**src/rtl/lfsr_param.sv**
```systemverilog
// Parametrised LFSR pseudo-random generator with Galois/Fibonacci modes, seed load,
// all-zero lock-up guard and period-wrap detection with a step counter.
module lfsr_param #(
    parameter int              WIDTH = 5,
    parameter logic [WIDTH-1:0] TAPS  = 5'b00100,
    parameter logic [WIDTH-1:0] SEED  = {WIDTH{1'b1}}
) (
    input  logic             clk,
    input  logic             rst_b,
    input  logic             en,
    input  logic             load,
    input  logic [WIDTH-1:0] seed,
    input  logic             mode,
    output logic [WIDTH-1:0] q,
    output logic [WIDTH-1:0] cnt,
    output logic             wrap,
    output logic             zfix
);

    logic [WIDTH-1:0] q_q, q_d;
    logic [WIDTH-1:0] start_q, start_d;
    logic [WIDTH-1:0] cnt_q, cnt_d;
    logic             wrap_q, wrap_d;
    logic             zfix_q, zfix_d;

    logic [WIDTH-1:0] galois_ns;
    logic [WIDTH-1:0] fib_ns;
    logic             fib_fb;
    logic [WIDTH-1:0] ns;
    logic             seed_zero;
    logic [WIDTH-1:0] load_val;

    // Both feedback structures are computed every cycle; mode only selects which one steps.
    always_comb begin
        galois_ns    = '0;
        galois_ns[0] = q_q[WIDTH-1];
        for (int k = 1; k < WIDTH; k++) begin
            galois_ns[k] = q_q[k-1] ^ (TAPS[k] & q_q[WIDTH-1]);
        end
        fib_fb = q_q[WIDTH-1] ^ (^(q_q[WIDTH-2:0] & TAPS[WIDTH-2:0]));
        fib_ns = {q_q[WIDTH-2:0], fib_fb};
        ns     = mode ? fib_ns : galois_ns;
    end

    assign seed_zero = (seed == '0);
    assign load_val  = seed_zero ? SEED : seed;

    always_comb begin
        q_d     = q_q;
        start_d = start_q;
        cnt_d   = cnt_q;
        wrap_d  = 1'b0;
        zfix_d  = 1'b0;
        if (load) begin
            q_d     = load_val;
            start_d = load_val;
            cnt_d   = '0;
            zfix_d  = seed_zero;
        end else if (en) begin
            q_d = ns;
            if (ns == start_q) begin
                cnt_d  = '0;
                wrap_d = 1'b1;
            end else begin
                cnt_d = cnt_q + WIDTH'(1);
            end
        end
    end

    always_ff @(posedge clk or negedge rst_b) begin
        if (!rst_b) begin
            q_q     <= SEED;
            start_q <= SEED;
            cnt_q   <= '0;
            wrap_q  <= 1'b0;
            zfix_q  <= 1'b0;
        end else begin
            q_q     <= q_d;
            start_q <= start_d;
            cnt_q   <= cnt_d;
            wrap_q  <= wrap_d;
            zfix_q  <= zfix_d;
        end
    end

    assign q    = q_q;
    assign cnt  = cnt_q;
    assign wrap = wrap_q;
    assign zfix = zfix_q;

endmodule
```
**config.mk**
```make
export PLATFORM = sky130hd
export DESIGN_NAME = lfsr_param
export DESIGN_NICKNAME = d
export VERILOG_FILES = /design/src/rtl/lfsr_param.sv
export SDC_FILE = /design/constraint.sdc
export NUM_CORES = 1
export LEC_CHECK = 0
export ABC_AREA = 1
export BUFFER_PORTS_ARGS = -buffer_cell sky130_fd_sc_hd__buf_2
export CORE_MARGIN = 1
export CORE_UTILIZATION = 53
export DETAILED_ROUTE_END_ITERATION = 6
export GPL_ROUTABILITY_DRIVEN = 0
export GPL_TIMING_DRIVEN = 0
export HOLD_SLACK_MARGIN = 0.02
export PLACE_DENSITY = 0.79
export SETUP_SLACK_MARGIN = 0.3
export SLEW_MARGIN = 20
export SYNTH_ARGS = -nofsm -noshare
export SYNTH_HDL_FRONTEND = slang
export SYNTH_SLANG_ARGS = --single-unit
```
**constraint.sdc**
```tcl
create_clock -name clk -period 2.9 [get_ports clk]
set_clock_uncertainty 0.1 [all_clocks]
set_input_delay 0 -clock clk [delete_from_list [all_inputs] [get_ports clk]]
set_output_delay 0 -clock clk [all_outputs]
set_load 0.02 [all_outputs]
```
Word level (Yosys, flattened, before mapping)
Cells that the tools add are included.
Word-level totals
  bits in registers: 17
  input bits: 10
Cells by class
  add/sub/neg operators: 1
  equality and inequality tests: 1
  mux-type cells: 11
  bitwise gates (word level): 2
  reductions and logical operators: 3
Operators with widths (count)
  $mux W5: 6
  $add A5 B1 Y5 const B: 1
  $eq A5 B5 Y1: 1
  $logic_not A5 Y1: 1
  $mux W1: 4
  $reduce_xor A4 Y1: 1
  $mux W3: 1
  $reduce_bool A2 Y1: 1
  $xor A1 B1 Y1: 2

Logic depth before layout (Yosys ltp)
Gate-level depths: netlist of run 1.
  word-level depth: 7
  gate-level depth with buffers: 9
  mapped depth without buffers: 9

Least setup slack after synthesis of run 1
Ideal clock, no wire load.
  kind: flip-flop to flip-flop
  start: reg q_q[2], in the netlist q[2]
  end: reg cnt_q[2], in the netlist cnt[2]
  arrival time: 1.125 ns
  data required time: 2.683 ns
  slack: 1.558 ns
  cell stages (with the launch flop): 8
  period minus slack after synthesis: 1.342 ns
  cell sequence: dfstp_2 -> nand3_1 -> nand2_1 -> nand2_1 -> nand2_1 -> nand3_2 -> nand2_1 -> nand2_1
On the way
  cells in the longest elaborated chain, start to end: 7
Ends and longest elaborated chain
  start: declaration: RTL line 20  | logic [WIDTH-1:0] q_q, q_d;
  start signal: assignment: RTL line 78  | q_q <= q_d;
  $reduce_xor A4 Y1: RTL line 40  | fib_fb = q_q[WIDTH-1] ^ (^(q_q[WIDTH-2:0] & TAPS[WIDTH-2:0]));
  $xor A1 B1 Y1: RTL line 40
  $mux W3: RTL line 42  | ns = mode ? fib_ns : galois_ns;
  $eq A5 B5 Y1 (*): RTL line 61  | if (ns == start_q) begin
  $mux W5 (*): RTL line 61
  $mux W5 (*): RTL line 59  | end else if (en) begin
  $mux W5 (*): RTL line 54  | if (load) begin
  end signal: assignment: RTL line 80  | cnt_q <= cnt_d;
  end: declaration: RTL line 22  | logic [WIDTH-1:0] cnt_q, cnt_d;
Every way passes the cells marked *; elsewhere a longest branch is shown, timed or not. The select of a mux whose other input is x is not followed.
A chain may end at the register's enable or synchronous reset.

==> impl_metrics.xml, run 1 <==
<?xml version="1.0" encoding="UTF-8"?>
<metrics>
  <group name="run_status">
    <metric name="status" unit="">finished clean</metric>
  </group>
  <group name="floorplanning">
    <metric name="die_area" unit="um^2">1830</metric>
    <metric name="dieWidth" unit="um">42.8</metric>
    <metric name="coreArea" unit="um^2">1520</metric>
    <metric name="rows" unit="">14</metric>
    <metric name="die_h" unit="um">42.8</metric>
    <metric name="ioPinCount" unit="">22</metric>
    <metric name="initial_core_util" unit="%">57.9</metric>
  </group>
  <group name="clock_tree">
    <metric name="cts_root_buffer" unit="">sky130_fd_sc_hd__clkbuf_4</metric>
    <metric name="clk_transition_reported_paths" unit="ns">0.11</metric>
    <metric name="cts_inserted_buffers" unit="">3</metric>
    <metric name="post-cts-setup-buffers" unit="">0</metric>
    <metric name="tritoncts" unit="">built</metric>
    <metric name="postCtsHoldBufs" unit="">10</metric>
    <metric name="cts_buffer_depth" unit="">2</metric>
    <metric name="clock_sink_count" unit="">17</metric>
    <metric name="h-tree-depth" unit="">1</metric>
    <metric name="clock_latency" unit="ns">0.31</metric>
    <metric name="cts.repair.resized" unit="">0</metric>
  </group>
  <group name="yosys">
    <metric name="largest_area_contributor_in_the_synthesized_netlist" unit="">sky130_fd_sc_hd__dfstp_2</metric>
    <metric name="synthesized_netlist_cell_count" unit="">108</metric>
    <metric name="post_synth_main_area_contributors" unit="">sky130_fd_sc_hd__dfstp_2 30%, sky130_fd_sc_hd__dfrtp_1 20%, sky130_fd_sc_hd__nand2_1 16%</metric>
    <metric name="synth_sequential_area_ratio" unit="%">49.6</metric>
    <metric name="synth_warnings" unit="">0</metric>
    <metric name="cell_area_after_technology_mapping" unit="um^2">882</metric>
    <metric name="postSynthNetCount" unit="">119</metric>
    <metric name="yosysUniqueCellTypes" unit="">21</metric>
    <metric name="ys_seq_elements" unit="">17</metric>
    <metric name="syn_area_per_cell" unit="um^2">8.17</metric>
    <metric name="post-synth-top-area-fraction" unit="%">29.8</metric>
  </group>
  <group name="worst_setup_path">
    <metric name="worstPathRequired" unit="ns">3.05</metric>
    <metric name="cp.arrival" unit="ns">1.82</metric>
    <metric name="critPathCaptureType" unit="">flip-flop</metric>
    <metric name="cp_cell_sequence" unit="">dlygate4sd3_1, buf_2, buf_4, nand3_2, nor2_4, a21oi_1, nand2_1, dlygate4sd3_1</metric>
    <metric name="worst-path-max-fanout" unit="">10</metric>
    <metric name="cpMostUsedCell" unit="">sky130_fd_sc_hd__dlygate4sd3_1</metric>
    <metric name="critPathKind" unit="">primary input to flip-flop</metric>
    <metric name="critical-path-max-stage-delay" unit="ns">0.56</metric>
    <metric name="crit_path_top_delay_cell" unit="">sky130_fd_sc_hd__dlygate4sd3_1</metric>
    <metric name="cp-start-kind" unit="">primary input</metric>
  </group>
  <group name="timing">
    <metric name="grt_setup_unrepaired" unit="">false</metric>
    <metric name="tns" unit="ns">0</metric>
    <metric name="setup_viol_count_final" unit="">0</metric>
    <metric name="timing.final.crit_share" unit="%">57.6</metric>
    <metric name="slew_violations" unit="">0</metric>
    <metric name="fmaxAchievable" unit="MHz">599</metric>
    <metric name="fin_ws" unit="ns">1.23</metric>
    <metric name="timing.slew.headroom" unit="%">75.0</metric>
    <metric name="post-route-min-period" unit="ns">1.67</metric>
    <metric name="timing.final.hold_violations" unit="">0</metric>
    <metric name="timing_worst_slew_pin_value" unit="ns">0.375</metric>
  </group>
  <group name="routing">
    <metric name="drt_pre_antenna_iters" unit="">4</metric>
    <metric name="drt_iter0_markers" unit="">16</metric>
    <metric name="post_drt_wl_per_cell" unit="um">12.4</metric>
    <metric name="postRouteAntennaNets" unit="">0</metric>
    <metric name="vias" unit="">829</metric>
    <metric name="routed_wl" unit="um">1970</metric>
    <metric name="drt_drc_violations_left" unit="">0</metric>
    <metric name="vias_per_cell" unit="">5.21</metric>
  </group>
  <group name="finish">
    <metric name="share_of_cells_above_drive_strength_1" unit="%">30.1</metric>
    <metric name="antenna_cells" unit="">0</metric>
    <metric name="layout_common_cells" unit="">38 x sky130_fd_sc_hd__nand2_1, 21 x sky130_fd_sc_hd__buf_2, 10 x sky130_fd_sc_hd__inv_1, 10 x sky130_fd_sc_hd__dlygate4sd3_1, 10 x sky130_fd_sc_hd__dfstp_2</metric>
    <metric name="fin_area" unit="um^2">1130</metric>
    <metric name="layout_commonest_cell" unit="">sky130_fd_sc_hd__nand2_1</metric>
    <metric name="instances_no_fill" unit="">159</metric>
    <metric name="num-nets-final" unit="">155</metric>
    <metric name="area_growth" unit="%">28.7</metric>
  </group>
  <group name="placed_design">
    <metric name="placed_area" unit="um^2">1010</metric>
    <metric name="dp_slack" unit="ns">1.53</metric>
    <metric name="port_buffers" unit="">21</metric>
    <metric name="post-dp-hpwl" unit="um">1300</metric>
    <metric name="place_inst" unit="">145</metric>
  </group>
  <group name="run">
    <metric name="cap_violations" unit="">0</metric>
  </group>
  <group name="grt">
    <metric name="vias_in_the_first_global_route" unit="">765</metric>
    <metric name="grt_antenna_before_repair" unit="">0</metric>
    <metric name="grt_pass1_wl" unit="um">3180</metric>
    <metric name="global_route.overflow_total" unit="">0</metric>
    <metric name="gr-usage-all-layers" unit="%">23.7</metric>
    <metric name="grt_max_degree" unit="">18</metric>
  </group>
  <group name="power">
    <metric name="p_total" unit="mW">0.539</metric>
    <metric name="leakage_power_of_the_design" unit="nW">0.599</metric>
    <metric name="cellPowerDensity" unit="nW/um^2">475</metric>
    <metric name="irDropWorstVdd" unit="mV">0.432</metric>
  </group>
  <group name="hold_path">
    <metric name="worstHoldPathType" unit="">primary input to asynchronous set/reset pin</metric>
  </group>
</metrics>
cell type report:
| class | instances | area [um^2] |
|---|---|---|
| multi-input cells | 79 | 395 |
| plain buffers | 1 | 7.51 |
| clock buffers | 3 | 22.5 |
| repair buffers | 31 | 205 |
| well taps | 16 | 20.0 |
| fillers | 114 | 389 |
| flip-flops and latches | 17 | 438 |
| inverters | 11 | 41.3 |
| clock inverters | 1 | 5.00 |
logic make-up (layout without fill, tap and decap cells):
family,count (synthesis),after routing,synth area share [%]
compound gates,15,15,9.65
simple gates,59,59,29.8
buf+inv,12,47,5.53
xor+xnor,4,4,3.97
fa+ha+maj,1,1,1.42
flops,17,17,49.6
critical path, delay by kind of cell:
kind	cells	cell delay [ns]
buffers and inverters	4	1.38
and+or+nand+nor	3	0.23
AOI/OAI and AO/OA	1	0.20
cell usage after synthesis:
| master | n |
|---|---|
| sky130_fd_sc_hd__a21boi_1 | 1 |
| sky130_fd_sc_hd__a21oi_1 | 7 |
| sky130_fd_sc_hd__a22oi_1 | 1 |
| sky130_fd_sc_hd__buf_4 | 1 |
| sky130_fd_sc_hd__dfrtp_1 | 7 |
| sky130_fd_sc_hd__dfstp_2 | 10 |
| sky130_fd_sc_hd__ha_1 | 1 |
| sky130_fd_sc_hd__inv_1 | 10 |
| sky130_fd_sc_hd__inv_2 | 1 |
| sky130_fd_sc_hd__nand2_1 | 38 |
| sky130_fd_sc_hd__nand2_2 | 1 |
| sky130_fd_sc_hd__nand3_1 | 7 |
| sky130_fd_sc_hd__nand3_2 | 2 |
| sky130_fd_sc_hd__nor2_1 | 8 |
| sky130_fd_sc_hd__nor2_2 | 1 |
| sky130_fd_sc_hd__nor2_4 | 2 |
| sky130_fd_sc_hd__o211ai_1 | 2 |
| sky130_fd_sc_hd__o21ai_0 | 2 |
| sky130_fd_sc_hd__o21ai_1 | 2 |
| sky130_fd_sc_hd__xnor2_1 | 1 |
| sky130_fd_sc_hd__xor2_1 | 3 |
metrics by stage:
stage | utilization (%) | hold WS (ns)
6_report | 74.5 | 0.0239
5_1_grt | 74.5 | 0.0704
4_1_cts | 74.5 | 0.0373
3_5_place_dp | 66.1 | -0.163
3_3_place_gp | 66.1 | -0.164
2_1_floorplan | - | -0.396
report_power, final:
group | total (mW) | switching, mW | internal, mW
clock network | 0.134 | 0.0826 | 0.0516
registers | 0.285 | 0.0183 | 0.267
logic | 0.120 | 0.0723 | 0.0475
registers in the layout (all words and copies together) (netlist names):
| name | flops |
|---|---|
| wrap | 1 |
| cnt | 5 |
| start_q | 5 |
| zfix | 1 |
| q | 5 |
worst paths after layout:
check                                 from         end  slack (ns)  cells after the start
worst max-delay path                  load  start_q[3]        1.23                      8
worst min-delay path                 rst_b        wrap        0.02                      2
worst max register to register        q[4]      cnt[1]        1.50                      7
max in group asynchronous            rst_b        q[2]        2.36                      2
worst min register to register  start_q[4]  start_q[4]        0.39                      2
min in group clk                      mode        q[0]        0.04                      5
routing by layer:
metal,vias to the layer above,routed length [um],track usage (%)
met3,5,64,2.55
met5,-,0,0
met2,21,953,39.1
met1,390,907,29.9
li1,413,-,-
met4,0,43,13.8
No activity file was read; power rests on OpenSTA's default activity.
==> run 2, diff against run 1 <==
- CORE_ASPECT_RATIO: unset -> 1.4
- CORE_UTILIZATION: 53 -> 46
- PLACE_DENSITY: 0.79 -> 0.72
- clock period: 2.9 -> 1.35 ns (I/O delays scaled with it)
==> run 2 against run 1 <==
Effect of this change:
- the flow now finishes with violations (negative hold slack, negative setup slack)
- final cell count up 8.2%
- setup slack worse by 1.3 ns
- final area up 17%
- global-route usage up 0.60 points
- die area up 15%
- via count up 6.9%
- flip-flop and latch count unchanged
- register-to-register slack worse by 1.6 ns
- combinational power rose to 3.3 times the previous value
- critical endpoint is now cnt[4]
- highest routed layer unchanged
==> impl_metrics.xml, run 2 (synthesis gave the netlist of run 1 again) <==
<?xml version="1.0" encoding="UTF-8"?>
<metrics>
  <group name="run_status">
    <metric name="status" unit="">finished, violations left</metric>
    <metric name="failed_checks" unit="">negative hold slack, negative setup slack</metric>
  </group>
  <group name="finish">
    <metric name="seqCellArea" unit="um^2">439</metric>
    <metric name="area_growth" unit="%">50.8</metric>
    <metric name="share_of_cells_above_drive_strength_1" unit="%">47.4</metric>
    <metric name="layout_common_cells" unit="">29 x sky130_fd_sc_hd__nand2_1, 15 x sky130_fd_sc_hd__buf_2, 10 x sky130_fd_sc_hd__nand2_2, 10 x sky130_fd_sc_hd__dfstp_2</metric>
    <metric name="fin_area" unit="um^2">1330</metric>
    <metric name="num-nets-final" unit="">164</metric>
    <metric name="multi_input_area" unit="um^2">472</metric>
    <metric name="layout_commonest_cell" unit="">sky130_fd_sc_hd__nand2_1</metric>
    <metric name="nFillCells" unit="">124</metric>
    <metric name="antenna_cells" unit="">0</metric>
  </group>
  <group name="worst_setup_path">
    <metric name="critPathKind" unit="">flip-flop to flip-flop</metric>
    <metric name="worst-path-max-fanout" unit="">6</metric>
    <metric name="timing.critical_path.max_delay_family" unit="">flip-flops</metric>
    <metric name="critical-path-max-stage-delay" unit="ns">0.62</metric>
    <metric name="worstPathRequired" unit="ns">1.45</metric>
    <metric name="cp_cell_sequence" unit="">nand2_1, nand2_1, nand3_1, nand2_2, nand3_4, nand2_1, nand2_1</metric>
    <metric name="buf_inv_stages_crit_path" unit="">0</metric>
    <metric name="critPathCaptureType" unit="">flip-flop</metric>
    <metric name="crit_path_top_delay_cell" unit="">sky130_fd_sc_hd__dfstp_2</metric>
    <metric name="cpMostUsedCell" unit="">sky130_fd_sc_hd__nand2_1</metric>
    <metric name="cp-start-kind" unit="">flip-flop</metric>
    <metric name="cp.arrival" unit="ns">1.50</metric>
  </group>
  <group name="floorplanning">
    <metric name="ioPinCount" unit="">22</metric>
    <metric name="initial_core_util" unit="%">49.6</metric>
    <metric name="coreArea" unit="um^2">1780</metric>
    <metric name="rows" unit="">18</metric>
    <metric name="die_h" unit="um">53.8</metric>
    <metric name="dieWidth" unit="um">39.0</metric>
    <metric name="die_area" unit="um^2">2100</metric>
  </group>
  <group name="routing">
    <metric name="post_drt_wl_per_cell" unit="um">13.5</metric>
    <metric name="vias" unit="">886</metric>
    <metric name="drt_drc_violations_left" unit="">0</metric>
    <metric name="drt_pre_antenna_iters" unit="">4</metric>
    <metric name="vias_per_cell" unit="">5.15</metric>
    <metric name="drt_iter0_markers" unit="">5</metric>
    <metric name="postRouteAntennaNets" unit="">0</metric>
    <metric name="routed_wl" unit="um">2320</metric>
  </group>
  <group name="timing">
    <metric name="timing.final.crit_share" unit="%">104</metric>
    <metric name="fmaxAchievable" unit="MHz">709</metric>
    <metric name="tns" unit="ns">-0.276</metric>
    <metric name="grt_setup_unrepaired" unit="">true</metric>
    <metric name="fin_ws" unit="ns">-0.0599</metric>
    <metric name="slew_violations" unit="">0</metric>
    <metric name="timing_worst_slew_pin_value" unit="ns">0.388</metric>
    <metric name="setup_viol_count_final" unit="">6</metric>
    <metric name="holdWs" unit="ns">-0.0805</metric>
    <metric name="timing.final.hold_violations" unit="">7</metric>
    <metric name="timing.slew.headroom" unit="%">74.2</metric>
    <metric name="post-route-min-period" unit="ns">1.41</metric>
  </group>
  <group name="placed_design">
    <metric name="placed_area" unit="um^2">1020</metric>
    <metric name="post-dp-hpwl" unit="um">1370</metric>
    <metric name="port_buffers" unit="">21</metric>
    <metric name="dp_slack" unit="ns">-0.0504</metric>
  </group>
  <group name="power">
    <metric name="pwr-share-seq" unit="%">48.1</metric>
    <metric name="switching_share" unit="%">31.7</metric>
    <metric name="power_frac_clock" unit="%">21.3</metric>
    <metric name="intPower" unit="mW">0.878</metric>
    <metric name="power_frac_comb" unit="%">30.6</metric>
    <metric name="power.switching" unit="mW">0.408</metric>
    <metric name="irDropWorstVdd" unit="mV">0.864</metric>
    <metric name="cellPowerDensity" unit="nW/um^2">967</metric>
    <metric name="leakage_power_of_the_design" unit="nW">0.661</metric>
    <metric name="p_total" unit="mW">1.29</metric>
  </group>
  <group name="grt">
    <metric name="vias_in_the_first_global_route" unit="">784</metric>
    <metric name="global_route.overflow_total" unit="">0</metric>
    <metric name="grt_pass1_wl" unit="um">3420</metric>
    <metric name="grt_max_degree" unit="">18</metric>
    <metric name="grt_antenna_before_repair" unit="">0</metric>
    <metric name="gr-usage-all-layers" unit="%">24.3</metric>
  </group>
  <group name="clock_tree">
    <metric name="clk_transition_reported_paths" unit="ns">0.09</metric>
    <metric name="cts_root_buffer" unit="">sky130_fd_sc_hd__clkbuf_4</metric>
    <metric name="cts_buffer_depth" unit="">2</metric>
    <metric name="clock_latency" unit="ns">0.29</metric>
    <metric name="h-tree-depth" unit="">1</metric>
    <metric name="tritoncts" unit="">built</metric>
    <metric name="cts_inserted_buffers" unit="">3</metric>
    <metric name="clock_sink_count" unit="">17</metric>
  </group>
  <group name="run">
    <metric name="cap_violations" unit="">0</metric>
  </group>
  <group name="hold_path">
    <metric name="worstHoldPathType" unit="">primary input to flip-flop</metric>
  </group>
</metrics>
==> run 2: cell count changes in the layout (fill, tap and decap cells not counted), sizes merged <==
cell         change
buf             +10
clkbuf           +1
clkinv           -1
dlygate4sd3      -1
==> run 2: worst register-to-register path: stages (launching register included) <==
cell and delay, ns:
sky130_fd_sc_hd__dfstp_2 0.62, sky130_fd_sc_hd__nand2_1 0.07, sky130_fd_sc_hd__nand2_1 0.09, sky130_fd_sc_hd__nand3_1 0.09, sky130_fd_sc_hd__nand2_2 0.09, sky130_fd_sc_hd__nand3_4 0.12
sky130_fd_sc_hd__nand2_1 0.09, sky130_fd_sc_hd__nand2_1 0.05
==> run 2: worst paths after layout <==
path                            startpoint    endpoint  slack [ns]  cells after the start
worst max-delay path                  q[2]      cnt[4]       -0.06                      7
worst min-delay path                    en        q[3]       -0.08                      4
worst max register to register        q[2]      cnt[4]       -0.06                      7
worst min register to register  start_q[3]  start_q[3]        0.40                      2
max in group asynchronous            rst_b        q[1]        0.78                      2
min in group asynchronous            rst_b      cnt[3]        0.05                      2
==> run 2: power groups by stage <==
stage | Sequential (mW) | Combinational, mW | Clock [mW]
after floorplan | 0.648 | 0.125 | 0
after global placement | 0.620 | 0.233 | 0
after detailed placement | 0.622 | 0.235 | 0
after CTS | 0.611 | 0.333 | 0.276
after global routing | 0.623 | 0.429 | 0.303
final | 0.618 | 0.393 | 0.274
==> run 2: area by class of cell <==
class                      count  area share, %
buffer                         1          0.564
clock buffer                   4           1.98
inverter                      11           3.10
multi-input combinational     79           35.5
sequential                    17           33.0
tap                           20           1.88
timing repair buffer          40           24.0
==> run 2: routing by layer <==
| layer | track usage, % | vias to the layer above | part of all wire [%] |
|---|---|---|---|
| li1 | - | 434 | - |
| met1 | 30.5 | 421 | 42 |
| met2 | 38.1 | 25 | 52 |
| met3 | 4.55 | 6 | 3.0 |
| met4 | 14.9 | 0 | 2.8 |
| met5 | 0 | - | 0 |
==> run 2: stage by stage <==
stage / util [%] / std cells / hold WS (ns)
floorplan: - / 108 / -0.396
global placement: 57.2 / 149 / -0.164
detailed placement: 57.2 / 149 / -0.155
CTS: 69.1 / 167 / -0.0835
global route: 74.8 / 172 / -0.0699
finish: 74.8 / 172 / -0.0805
==> run 2: what timing repair did <==
| action | CTS | global route |
|---|---|---|
| resized for setup | 17 | 19 |
| buffers inserted | 6 | 4 |
| endpoints found under the hold margin | 34 | 15 |
| cloned | 0 | 0 |
| pin swaps | 11 | 10 |
| hold buffers | 8 | 6 |
| endpoints found under the setup margin | 13 | 24 |
